`config.mk`:
```
export PLATFORM = sky130hd
export DESIGN_NAME = muldiv_sequencer
export DESIGN_NICKNAME = d
export VERILOG_FILES = /design/src/rtl/muldiv_pkg.sv /design/src/rtl/muldiv_step_counter.sv /design/src/rtl/muldiv_sequencer.sv
export SDC_FILE = /design/constraint.sdc
export NUM_CORES = 1
export LEC_CHECK = 0
export CORE_ASPECT_RATIO = 0.6
export CORE_MARGIN = 5
export CORE_UTILIZATION = 30
export DETAILED_ROUTE_END_ITERATION = 16
export GPL_TIMING_DRIVEN = 0
export PLACE_DENSITY_LB_ADDON = 0.05
export SETUP_SLACK_MARGIN = 0.05
export SYNTH_ARGS = -nofsm -noshare
export SYNTH_HDL_FRONTEND = slang
export SYNTH_HIERARCHICAL = 1
export SYNTH_SLANG_ARGS = --single-unit
```
`constraint.sdc`:
```
create_clock -name Clock -period 2.8 [get_ports Clock]
set_clock_uncertainty 0.1 [all_clocks]
set_input_delay 0.28 -clock Clock [delete_from_list [all_inputs] [get_ports Clock]]
set_output_delay 0.28 -clock Clock [all_outputs]
set_load 0.05 [all_outputs]
```
`src/rtl/muldiv_pkg.sv`:
```
// Shared definitions for the MUL/DIV micro-step sequencer and its step counter.
package muldiv_pkg;

    localparam int CNT_W = 4;

    typedef enum logic [2:0] {
        S_IDLE = 3'd0,
        S_T3   = 3'd1,
        S_T4   = 3'd2,
        S_T5   = 3'd3,
        S_T6   = 3'd4,
        S_ABRT = 3'd5
    } state_t;

    localparam logic OP_MUL = 1'b0;
    localparam logic OP_DIV = 1'b1;

endpackage

```
`src/rtl/muldiv_step_counter.sv`:
```
// 4-bit down-counter with load, decrement and zero flag; saturates at zero.
module muldiv_step_counter
    import muldiv_pkg::*;
(
    input  logic             i_clk,
    input  logic             i_rst_n,
    input  logic             i_load,
    input  logic [CNT_W-1:0] i_load_val,
    input  logic             i_dec,
    output logic [CNT_W-1:0] o_count,
    output logic             o_zero
);

    logic [CNT_W-1:0] r_count;

    always_ff @(posedge i_clk or negedge i_rst_n) begin
        if (!i_rst_n) begin
            r_count <= '0;
        end else if (i_load) begin
            r_count <= i_load_val;
        end else if (i_dec && (r_count != '0)) begin
            r_count <= r_count - 1'b1;
        end
    end

    assign o_count = r_count;
    assign o_zero  = (r_count == '0);

endmodule

```
`src/rtl/muldiv_sequencer.sv`:
```
// Drives the T3..T6 bus strobes for MUL/DIV on the shared single-bus datapath.
//   state | meaning
//   IDLE  | waiting for start
//   T3    | Ra -> Y
//   T4    | Rb on bus, ALU settling, Z loaded on last cycle
//   T5    | Z[31:0] -> LO
//   T6    | Z[63:32] -> HI, done
//   ABRT  | one-cycle cancel acknowledge
module muldiv_sequencer
    import muldiv_pkg::*;
#(
    parameter int MUL_CYCLES = 1,
    parameter int DIV_CYCLES = 1
) (
    input  logic       Clock,
    input  logic       Clear_n,
    input  logic       start,
    input  logic       op,
    input  logic [3:0] ra_sel,
    input  logic [3:0] rb_sel,
    input  logic       abort,
    output logic       busy,
    output logic       done,
    output logic       aborted,
    output logic [3:0] reg_sel,
    output logic       Rout,
    output logic       Yin,
    output logic       alu_mul,
    output logic       alu_div,
    output logic       Zin,
    output logic       ZLOout,
    output logic       ZHIout,
    output logic       LOin,
    output logic       HIin,
    output logic [2:0] state_o
);

    localparam logic [CNT_W-1:0] MUL_LOAD = CNT_W'(MUL_CYCLES - 1);
    localparam logic [CNT_W-1:0] DIV_LOAD = CNT_W'(DIV_CYCLES - 1);

    state_t           r_state;
    state_t           w_next;
    logic             r_op;
    logic [3:0]       r_ra;
    logic [3:0]       r_rb;
    logic             w_cnt_load;
    logic [CNT_W-1:0] w_cnt_val;
    logic [CNT_W-1:0] w_cnt;
    logic             w_cnt_zero;

    always @(posedge Clock) begin
        assert (MUL_CYCLES >= 1 && MUL_CYCLES <= 15 && DIV_CYCLES >= 1 && DIV_CYCLES <= 15)
            else $error("muldiv_sequencer: MUL_CYCLES/DIV_CYCLES must be in 1..15");
    end

    always_ff @(posedge Clock or negedge Clear_n) begin
        if (!Clear_n) begin
            r_state <= S_IDLE;
        end else begin
            r_state <= w_next;
        end
    end

    // Operands are captured only on acceptance so later input changes are ignored.
    always_ff @(posedge Clock or negedge Clear_n) begin
        if (!Clear_n) begin
            r_op <= OP_MUL;
            r_ra <= '0;
            r_rb <= '0;
        end else if ((r_state == S_IDLE) && start) begin
            r_op <= op;
            r_ra <= ra_sel;
            r_rb <= rb_sel;
        end
    end

    assign w_cnt_load = (r_state == S_T3) && (w_next == S_T4);
    assign w_cnt_val  = (r_op == OP_DIV) ? DIV_LOAD : MUL_LOAD;

    muldiv_step_counter u_step_counter (
        .i_clk      (Clock),
        .i_rst_n    (Clear_n),
        .i_load     (w_cnt_load),
        .i_load_val (w_cnt_val),
        .i_dec      (r_state == S_T4),
        .o_count    (w_cnt),
        .o_zero     (w_cnt_zero)
    );

    always_comb begin
        w_next = r_state;
        case (r_state)
            S_IDLE: if (start) w_next = S_T3;
            S_T3:   w_next = abort ? S_ABRT : S_T4;
            S_T4: begin
                if (abort)           w_next = S_ABRT;
                else if (w_cnt_zero) w_next = S_T5;
                else                 w_next = S_T4;
            end
            S_T5:   w_next = S_T6;
            S_T6:   w_next = S_IDLE;
            S_ABRT: w_next = S_IDLE;
            default: w_next = S_IDLE;
        endcase
    end

    always_comb begin
        busy    = 1'b0;
        done    = 1'b0;
        aborted = 1'b0;
        reg_sel = '0;
        Rout    = 1'b0;
        Yin     = 1'b0;
        alu_mul = 1'b0;
        alu_div = 1'b0;
        Zin     = 1'b0;
        ZLOout  = 1'b0;
        ZHIout  = 1'b0;
        LOin    = 1'b0;
        HIin    = 1'b0;
        case (r_state)
            S_T3: begin
                busy    = 1'b1;
                reg_sel = r_ra;
                Rout    = 1'b1;
                Yin     = 1'b1;
            end
            S_T4: begin
                busy    = 1'b1;
                reg_sel = r_rb;
                Rout    = 1'b1;
                alu_mul = ~r_op;
                alu_div = r_op;
                Zin     = w_cnt_zero;
            end
            S_T5: begin
                busy   = 1'b1;
                ZLOout = 1'b1;
                LOin   = 1'b1;
            end
            S_T6: begin
                busy   = 1'b1;
                done   = 1'b1;
                ZHIout = 1'b1;
                HIin   = 1'b1;
            end
            S_ABRT:  aborted = 1'b1;
            default: ;
        endcase
    end

    assign state_o = r_state;

endmodule
```
# [Word level (Yosys, flattened, before mapping)]
# Cells that the tools add are included.
[classes] addsub=1 n_bitwise=1 reduce_logical=9 muxes=17 n_eq_ne=6
[ops] cell="case mux 3 bit (4 select lines)" count=1
[ops] cell="2-to-1 mux 1 bit" count=10
[ops] cell="equality test 3 x 2 -> 1 bit, second input constant" count=3
[ops] cell="2-to-1 mux 3 bit" count=3
[ops] cell="2-to-1 mux 4 bit" count=2
[ops] cell="case mux 4 bit (2 select lines)" count=1
[ops] cell="equality test 3 bit, second input constant" count=2
[ops] cell="zero test 4 bit" count=1
[ops] cell="nonzero test 4 bit" count=1
[ops] cell="OR reduction 4 bit" count=1
[ops] cell="subtractor 4 x 1 -> 4 bit, second input constant" count=1
[ops] cell="equality test 3 x 1 -> 1 bit, second input constant" count=1
[ops] cell="logical AND 1 bit" count=3
[ops] cell="zero test 3 bit" count=1
[ops] cell="nonzero test 2 bit" count=1
[ops] cell="OR reduction 2 bit" count=1
[ops] cell="inverter 1 bit" count=1
[word_totals] regBits=16

# [Depth between registers and ports, before layout]
# Gate-level depths: netlist (run 1).
[logic_depth] word_depth=7 depth_mapped=6 depth_no_buf=5

# [Hierarchy]
# Netlist (run 1), hierarchy kept.
[modules_own_cells] module="muldiv_sequencer" seq_area_each_um2=300.3 n_inst=1 area_each_um2=694.4 cells_per_inst=67
[modules_own_cells] module="muldiv_step_counter" seq_area_each_um2=100.1 n_inst=1 area_each_um2=270.3 cells_per_inst=27

# [Worst setup path after synthesis (run 1)]
# No wires, ideal clock.
[synth_timing] path_kind="reg2out" startpoint="register r_state[0], in the netlist state_o[0]" endpoint="output port ZHIout" n_path_buf=3 setup_slack_ns=-0.182 path_stages_with_launch=5 required_time_ns=2.420 arrival_time_ns=2.602 cell_sequence="dfrtp_1 -> clkbuf_1 -> clkbuf_1 -> nor3_1 -> buf_4"
[synth_between] elab_chain_cells=2
[synth_lines] item="start: declaration" line_no="muldiv_sequencer.sv:41" text="state_t r_state;"
[synth_lines] item="start signal: assignment" line_no="muldiv_sequencer.sv:60" text="r_state <= w_next;"
[synth_lines] item="equality test 3 bit"
[synth_lines] item="2-to-1 mux 1 bit"
[synth_lines] item="end: declaration" line_no="muldiv_sequencer.sv:32" text="output logic ZHIout,"
# No other way between the ends.

# [Worst setup path after layout (run 1)]
[layout_timing] startpoint="register r_state[0], in the netlist state_o[0]" endpoint="output port HIin"
[layout_between] elab_chain_cells=2
[layout_lines] item="equality test 3 bit" line_no="muldiv_sequencer.sv:121" text="case (r_state)"
[layout_lines] item="2-to-1 mux 1 bit" line_no="muldiv_sequencer.sv:121"
[layout_lines] item="end: declaration" line_no="muldiv_sequencer.sv:34" text="output logic HIin,"
# No other way between the ends.

==> results of run 1 <==
==> per-stage QoR <==
stage | utilization | power (mW)
global placement | 0.450 | 1.63
global route | 0.471 | 1.92
CTS | 0.468 | 1.83
detailed placement | 0.450 | 1.65
floorplan | - | 1.29
finish | 0.471 | 1.81
==> path summary, 6_finish.rpt <==
path                            start                   endpoint  cells after the start
max in group asynchronous     Clear_n  u_step_counter/o_count[2]                      1
setup reg to reg           state_o[2]  u_step_counter/o_count[1]                      6
hold / removal                Clear_n  u_step_counter/o_count[1]                      1
setup / recovery           state_o[0]                       HIin                      4
min in group Clock            r_ra[3]                    r_ra[3]                      1
hold reg to reg               r_ra[3]                    r_ra[3]                      1
==> Yosys cell counts <==
cell type  number  area [µm²]
nor2b_1         1        6.26
xnor2_1         1        8.76
and3_1          1        6.26
buf_4           3        22.5
o21bai_1        1        7.51
and2_1          2        12.5
nor2_1          3        11.3
a221o_1         1        10.0
or4_1           1        7.51
buf_1           1        3.75
a21oi_1         7        35.0
clkbuf_1        4        15.0
nand2_1         4        15.0
mux2_2          9         101
o21ai_0         3        15.0
o211ai_2        1        12.5
buf_6           2        22.5
conb_1          1        3.75
o21a_1          1        7.51
nand2b_1        1        6.26
a2111oi_0       1        8.76
or2b_1          2        15.0
dfrtp_1        16         400
nor4b_4         1        23.8
nor3_1          6        30.0
nor4b_2         1        15.0
nor3b_1         2        15.0
nand3b_1        8        60.1
ha_1            1        12.5
a211oi_1        1        7.51
o31a_1          1        8.76
inv_1           4        15.0
and4b_1         1        10.0
nor3b_2         1        12.5
==> worst max-delay path: stages, from the launching register on <==
cell	delay, ns
dfrtp_1	0.42
clkbuf_1	0.23
clkbuf_2	0.25
nor3_2	0.25
clkdlybuf4s50_1	0.85
==> kinds of logic (layout without fill, tap and decap cells) <==
logic type,after synthesis,count (layout),synth area share
compound gates,17,17,0.117
xor+xnor,1,1,0.00908
fa+ha+maj,1,1,0.0130
buf+inv,14,49,0.0817
flops,16,16,0.415
mux,9,9,0.105
other cells,1,4,0.00389
simple gates,35,35,0.256
==> per-layer routing <==
metal | vias up | wire, µm | GRT usage
li1 | 405 | - | -
met1 | 372 | 1180 | 0.149
met2 | 23 | 1040 | 0.180
met3 | 2 | 144 | 0.0428
met4 | 0 | 8 | 0.0489
met5 | - | 0 | 0
==> timing repair <==
action / CTS / global route
resized for setup: 8 / 6
gates cloned: 0 / 0
setup endpoints to repair: 9 / 9
==> state kept, by name, summed over array words and instances, names as in the netlist <==
name and flops:
r_rb 4, u_step_counter/o_count 4, r_ra 4, r_op 1, state_o 3
==> final cells by class <==
class	count	share of cell area
plain buffers	10	0.0463
clock buffers	4	0.0391
inverters	4	0.0107
multi-input cells	67	0.360
flip-flops and latches	16	0.285
well taps	42	0.0374
repair buffers	31	0.222
==> power breakdown <==
part | switching [mW] | internal [mW] | total (mW)
clock network | 0.0823 | 0.125 | 0.207
registers | 0.0872 | 0.347 | 0.434
logic | 0.732 | 0.436 | 1.17
==> flow_summary.ini, run 1 <==
[min_path]
hold_path.class = input port to async pin

[worst_setup_path]
rrSetupSlack_ns = 0.63
startpoint_type = flip-flop
path_class = flip-flop to output pin
cp.arrival_ns = 2.25
critPathRequiredTime_ns = 2.42
setup.worst_path.end_class = output pin
path_max_fanout = 10

[floorplanning]
core_area_um2 = 2980
ios = 32
dieArea_um2 = 4490
die_w_um = 83.2
fp.dieH_um = 53.9
num_rows = 15
initial_core_util = 0.323

[finish]
mostFrequentLayoutCells = clkdlybuf4s50_1, dfrtp_1, mux2_2
finish.instance_area_um2 = 1410
antenna_cells = 0
fillCellCount = 291
drive_above_1_share = 0.189
multiInputGateArea_um2 = 507
seqCellArea_um2 = 400
nNetsFinal = 147
final_cells = 174
mostFrequentLayoutCell = clkdlybuf4s50_1
syn2layout_area_growth_pct = 45.8

[yosys]
ys_seq_area_frac = 0.415
synth_area_um2 = 965
yosysUniqueCellTypes = 34
syn_avg_cell_area_um2 = 10.3
synth_seq_cells = 16
ys_warn_count = 6
syn_inst = 94

[clocking]
cts_inserted_buffers = 3
cts_tree = done
ctsHoldBuffers = 0
cts_sinks = 16
clk_pin_slew_ns = 0.06
post_cts_buffers = 0
clockBufferDepth = 2
cts_max_level = 1
clk-insertion-delay-late_ns = 0.25
root_buffer = clkbuf_8

[detailed_routing]
drt_iter0_markers = 62
drt-total-wl_um = 2370
route.detailed.vias_per_inst = 4.61
firstDrtPassIters = 4
drcViolationCount = 0
dr_total_vias = 802
antenna_left = 0
avgRoutedWirePerCell_um = 13.6

[grt]
grtUsageTotal = 0.116
grt-ovfl-total = 0
antenna_found_initial = 0
grt_pass1_vias = 796
grt_pass1_wl_um = 3930
grt_max_degree = 17

[sta]
setup_ws_ns = 0.167
setup-violations-final = 0
hold_viol_final = 0
post-route-period-util = 0.940
slew_headroom = 0.509
finalSetupTns_ns = 0
min_period_ns = 2.63
hold_ws_ns = 0.360
worst_slew_pin_slew_ns = 0.735
rsz0062_at_grt = no
slew_viol_final = 0
max_freq_mhz = 380

[run]
maxCapViolations = 0

[power]
vdd_drop_max_mv = 0.498
power-per-cell-area_nw_per_um2 = 1290
p_leak_nw = 0.649

[placed_design]
gp_congestion = 0.696
placed_cells = 170
numPortBuffers = 31
placed_area_um2 = 1340
dpl_worst_slack_ns = 0.185
hpwlAfterDp_um = 1830

[status]
outcome = finished clean
Note: power is estimated with default switching activity, not from simulation.
==> inputs of run 2 (changes only) <==
Settings changed: CAP_MARGIN set to 40, CORE_MARGIN 5 to 4, REMOVE_ABC_BUFFERS set to 1.
==> run 2 against run 1 <==
  * Clock power about the same
  * Worst setup slack better by 0.13 ns
  * Wire length decreased by 9.5%
  * Global-route usage shrank 0.75 points
  * Non-clock buffer count fell by 9
  * Core utilization shrank 1.7 points
  * Power shrank 2.0%
  * Critical endpoint is now alu_div
  * Highest routed layer unchanged
==> flow_summary.ini, run 2 (synthesized netlist as in run 1, its figures left out) <==
[sta]
hold_ws_ns = 0.369
slew_headroom = 0.505
setup-violations-final = 0
finalSetupTns_ns = 0
post-route-period-util = 0.894
max_freq_mhz = 400
rsz0062_at_grt = no
slew_viol_final = 0
min_period_ns = 2.50
hold_viol_final = 0
worst_slew_pin_slew_ns = 0.740

[detailed_routing]
antenna_left = 0
drt_iter0_markers = 40
drcViolationCount = 0
firstDrtPassIters = 4
drt-total-wl_um = 2140
avgRoutedWirePerCell_um = 13.0
route.detailed.vias_per_inst = 4.73
dr_total_vias = 781

[finish]
mostFrequentLayoutCell = clkdlybuf4s50_1
syn2layout_area_growth_pct = 39.6
mostFrequentLayoutCells = clkdlybuf4s50_1, dfrtp_1, mux2_2
nNetsFinal = 138
finish.instance_area_um2 = 1350
fillCellCount = 309
antenna_cells = 0
drive_above_1_share = 0.179

[floorplanning]
ios = 32
initial_core_util = 0.325
die_w_um = 81.2
core_area_um2 = 2970
fp.dieH_um = 51.9
num_rows = 15
dieArea_um2 = 4220

[power]
p_total_mw = 1.77
pwr-share-clk = 0.116
p_leak_nw = 0.534
sw_frac_of_total = 0.492
p_comb_frac = 0.593
p_sw_mw = 0.872
p_seq_frac = 0.291
vdd_drop_max_mv = 0.468
intPower_mw = 0.901
power-per-cell-area_nw_per_um2 = 1320

[grt]
grt_pass1_wl_um = 3430
grt_max_degree = 22
grtUsageTotal = 0.109
antenna_found_initial = 0
grt_pass1_vias = 685
grt-ovfl-total = 0

[worst_setup_path]
setup.worst_path.end_class = output pin
startpoint_type = flip-flop
cp.arrival_ns = 2.12
path_max_fanout = 19
path_class = flip-flop to output pin
critPathRequiredTime_ns = 2.42

[min_path]
hold_path.class = input port to async pin

[placed_design]
gp_congestion = 0.846
numPortBuffers = 31
placed_area_um2 = 1280
hpwlAfterDp_um = 1610

[clocking]
cts_tree = done
clk_pin_slew_ns = 0.07
clk-insertion-delay-late_ns = 0.25
cts_max_level = 1
root_buffer = clkbuf_8
cts_sinks = 16
clockBufferDepth = 2
ctsHoldBuffers = 0
cts_inserted_buffers = 3

[status]
outcome = finished clean

[run]
maxCapViolations = 0
[run 2: per-layer routing]
layer | vias up | wire (µm) | track usage
li1 | 386 | - | -
met1 | 370 | 1110 | 0.151
met2 | 23 | 875 | 0.157
met3 | 2 | 142 | 0.0381
met4 | 0 | 14 | 0.0337
met5 | - | 0 | 0
[run 2: final cells by class]
class	instances	area, µm²	area share
Sequential cell	16	404	0.300
Multi-Input combinational cell	67	502	0.373
Inverter	4	15.0	0.0112
Tap cell	42	52.6	0.0390
Timing Repair Buffer	32	318	0.236
Clock buffer	4	55.1	0.0409
[run 2: final timing paths]
check / end / start / slack, ns / cells past startpoint
max: alu_div / state_o[1] / 0.30 / 3
min: r_rb[2] / Clear_n / 0.37 / 1
max reg2reg: u_step_counter/o_count[3] / state_o[1] / 0.91 / 5
min reg2reg: r_rb[1] / r_rb[1] / 0.41 / 1
max in group asynchronous: state_o[0] / Clear_n / 1.72 / 1
min in group Clock: r_rb[1] / r_rb[1] / 0.41 / 1
[run 2: power groups by stage]
stage / Clock [mW] / Combinational, mW / Sequential (mW)
after floorplan: 0 / 0.698 / 0.530
after global placement: 0 / 1.05 / 0.514
after detailed placement: 0 / 1.06 / 0.518
after CTS: 0.215 / 1.06 / 0.516
after global routing: 0.223 / 1.12 / 0.546
final: 0.206 / 1.05 / 0.515
[run 2: through the flow]
step	util	setup WS (ns)	cells
floorplan	-	-1.64	87
global placement	0.430	0.231	160
detailed placement	0.432	0.189	161
CTS	0.452	0.0938	165
global route	0.454	0.178	165
finish	0.454	0.298	165
[run 2: timing repair]
item | 4_1_cts | 5_1_grt
gates cloned | 0 | 0
gates resized for setup | 2 | 3
endpoints found under the setup margin | 2 | 8
pin swaps | 0 | 0
buffers inserted | 0 | 0
[run 2: worst max-delay path: stages (launching register included)]
cell and delay, ns:
dfrtp_2 0.55, nor3b_2 0.35, and2_1 0.17, clkdlybuf4s50_1 0.79
==> inputs of run 3 (changes only) <==
Settings changed: TNS_END_PERCENT set to 5.
==> run 3 against run 2 <==
  * Die area is the same
  * Non-clock buffer count is the same
  * Via count grew 0.13%
  * Fmax shrank 5.2%
  * Sequential share of layout area is essentially flat
  * Highest routed layer unchanged
  * Critical endpoint is now Zin
  * Global-route usage is the same
==> flow_summary.ini, run 3 (synthesized netlist as in run 1, its figures left out) <==
[clocking]
cts_tree = done
clockBufferDepth = 2
root_buffer = clkbuf_8
post_cts_buffers = 0
clk-insertion-delay-late_ns = 0.25
cts_max_level = 1
cts_sinks = 16
clk_pin_slew_ns = 0.07
cts_inserted_buffers = 3

[sta]
slew_viol_final = 0
worst_slew_pin_slew_ns = 0.742
max_freq_mhz = 379
post-route-period-util = 0.943
setup-violations-final = 0
min_period_ns = 2.64
slew_headroom = 0.504
setup_ws_ns = 0.159
rsz0062_at_grt = yes
hold_viol_final = 0

[run]
maxCapViolations = 0

[worst_setup_path]
startpoint_type = flip-flop
path_max_fanout = 6
rr_worst_depth = 5
setup.worst_path.end_class = output pin
critPathRequiredTime_ns = 2.42
path_class = flip-flop to output pin
cp.arrival_ns = 2.26

[detailed_routing]
route.detailed.vias_per_inst = 4.74
antenna_left = 0
dr_total_vias = 782
drt-total-wl_um = 2140
avgRoutedWirePerCell_um = 12.9
drt_iter0_markers = 45
drcViolationCount = 0
firstDrtPassIters = 4

[floorplanning]
ios = 32
die_w_um = 81.2
dieArea_um2 = 4220
initial_core_util = 0.325
num_rows = 15
core_area_um2 = 2970
fp.dieH_um = 51.9

[grt]
grt_pass1_vias = 685
grt_max_degree = 22
use_met3 = 0.0381
grtUsageTotal = 0.109
grt_pass1_wl_um = 3430
antenna_found_initial = 0
grt.met2_usage = 0.157
grt.busiest_layer = met2
gr-usage-met1 = 0.151
grt-ovfl-total = 0

[finish]
syn2layout_area_growth_pct = 39.2
finish.instance_area_um2 = 1340
drive_above_1_share = 0.171
mostFrequentLayoutCell = clkdlybuf4s50_1
antenna_cells = 0
mostFrequentLayoutCells = clkdlybuf4s50_1, dfrtp_1, mux2_2
nNetsFinal = 138

[power]
power-per-cell-area_nw_per_um2 = 1320
vdd_drop_max_mv = 0.469
p_leak_nw = 0.517

[placed_design]
hpwlAfterDp_um = 1610
numPortBuffers = 31
dpl_worst_slack_ns = 0.189
placed_area_um2 = 1280
gp_congestion = 0.846

[min_path]
hold_path.class = input port to async pin

[status]
outcome = finished clean
==> run 3: cell count changes in the layout (fill, tap and decap cells not counted) <==
| cell | before | now |
|---|---|---|
| clkdlybuf4s50_1 | 30 | 31 |
| dfrtp_1 | 13 | 14 |
| dfrtp_2 | 3 | 2 |
| dlymetal6s2s_1 | 1 | 0 |
==> run 3: area by class of cell <==
cell class              count  area (µm²)
clock buffers               4        55.1
fillers                   308        1620
repair buffers             32         315
well taps                  42        52.6
multi-input cells          67         502
flip-flops and latches     16         403
inverters                   4        15.0
==> run 3: final timing paths <==
check                                          start                        end  slack (ns)
max                        u_step_counter/o_count[0]                        Zin        0.16
min                                          Clear_n                    r_rb[3]        0.37
max reg2reg                               state_o[0]  u_step_counter/o_count[3]        0.66
min reg2reg                                  r_rb[1]                    r_rb[1]        0.41
max in group asynchronous                    Clear_n                 state_o[1]        1.72
min in group Clock                           r_rb[1]                    r_rb[1]        0.41
==> run 3: critical path, stage by stage, from the launching register on <==
cell	delay [ns]
dfrtp_1	0.42
inv_1	0.08
ha_1	0.19
nor3b_2	0.34
and2_1	0.18
clkdlybuf4s50_1	0.79
==> run 3: metrics by stage <==
step                hold WS [ns]  std cells  TNS [ns]  utilization  power, mW
floorplan                 -0.116         87     -4.91            -       1.23
global placement           0.391        160         0        0.430       1.56
detailed placement         0.400        161         0        0.432       1.58
CTS                        0.405        165         0        0.452       1.79
global route               0.436        165         0        0.453       1.89
finish                     0.369        165         0        0.453       1.77
==> run 3: what timing repair did <==
action	in CTS	in global routing
hold buffers	0	0
setup endpoints to repair	2	8
gates resized for setup	2	1
==> run 3: report_power, final <==
| part | internal (mW) | leakage, nW | total (mW) | switching (mW) |
|---|---|---|---|---|
| combinational | 0.427 | 0.298 | 1.05 | 0.625 |
| clock | 0.125 | 0.0288 | 0.206 | 0.0817 |
| sequential | 0.347 | 0.190 | 0.513 | 0.166 |
==> run 3: layer usage <==
metal | vias up | share of wire | wire length (µm)
met5 | - | 0 | 0
met1 | 369 | 0.51 | 1090
met4 | 0 | 0.0066 | 14
met2 | 25 | 0.41 | 884
li1 | 386 | - | -
met3 | 2 | 0.068 | 145
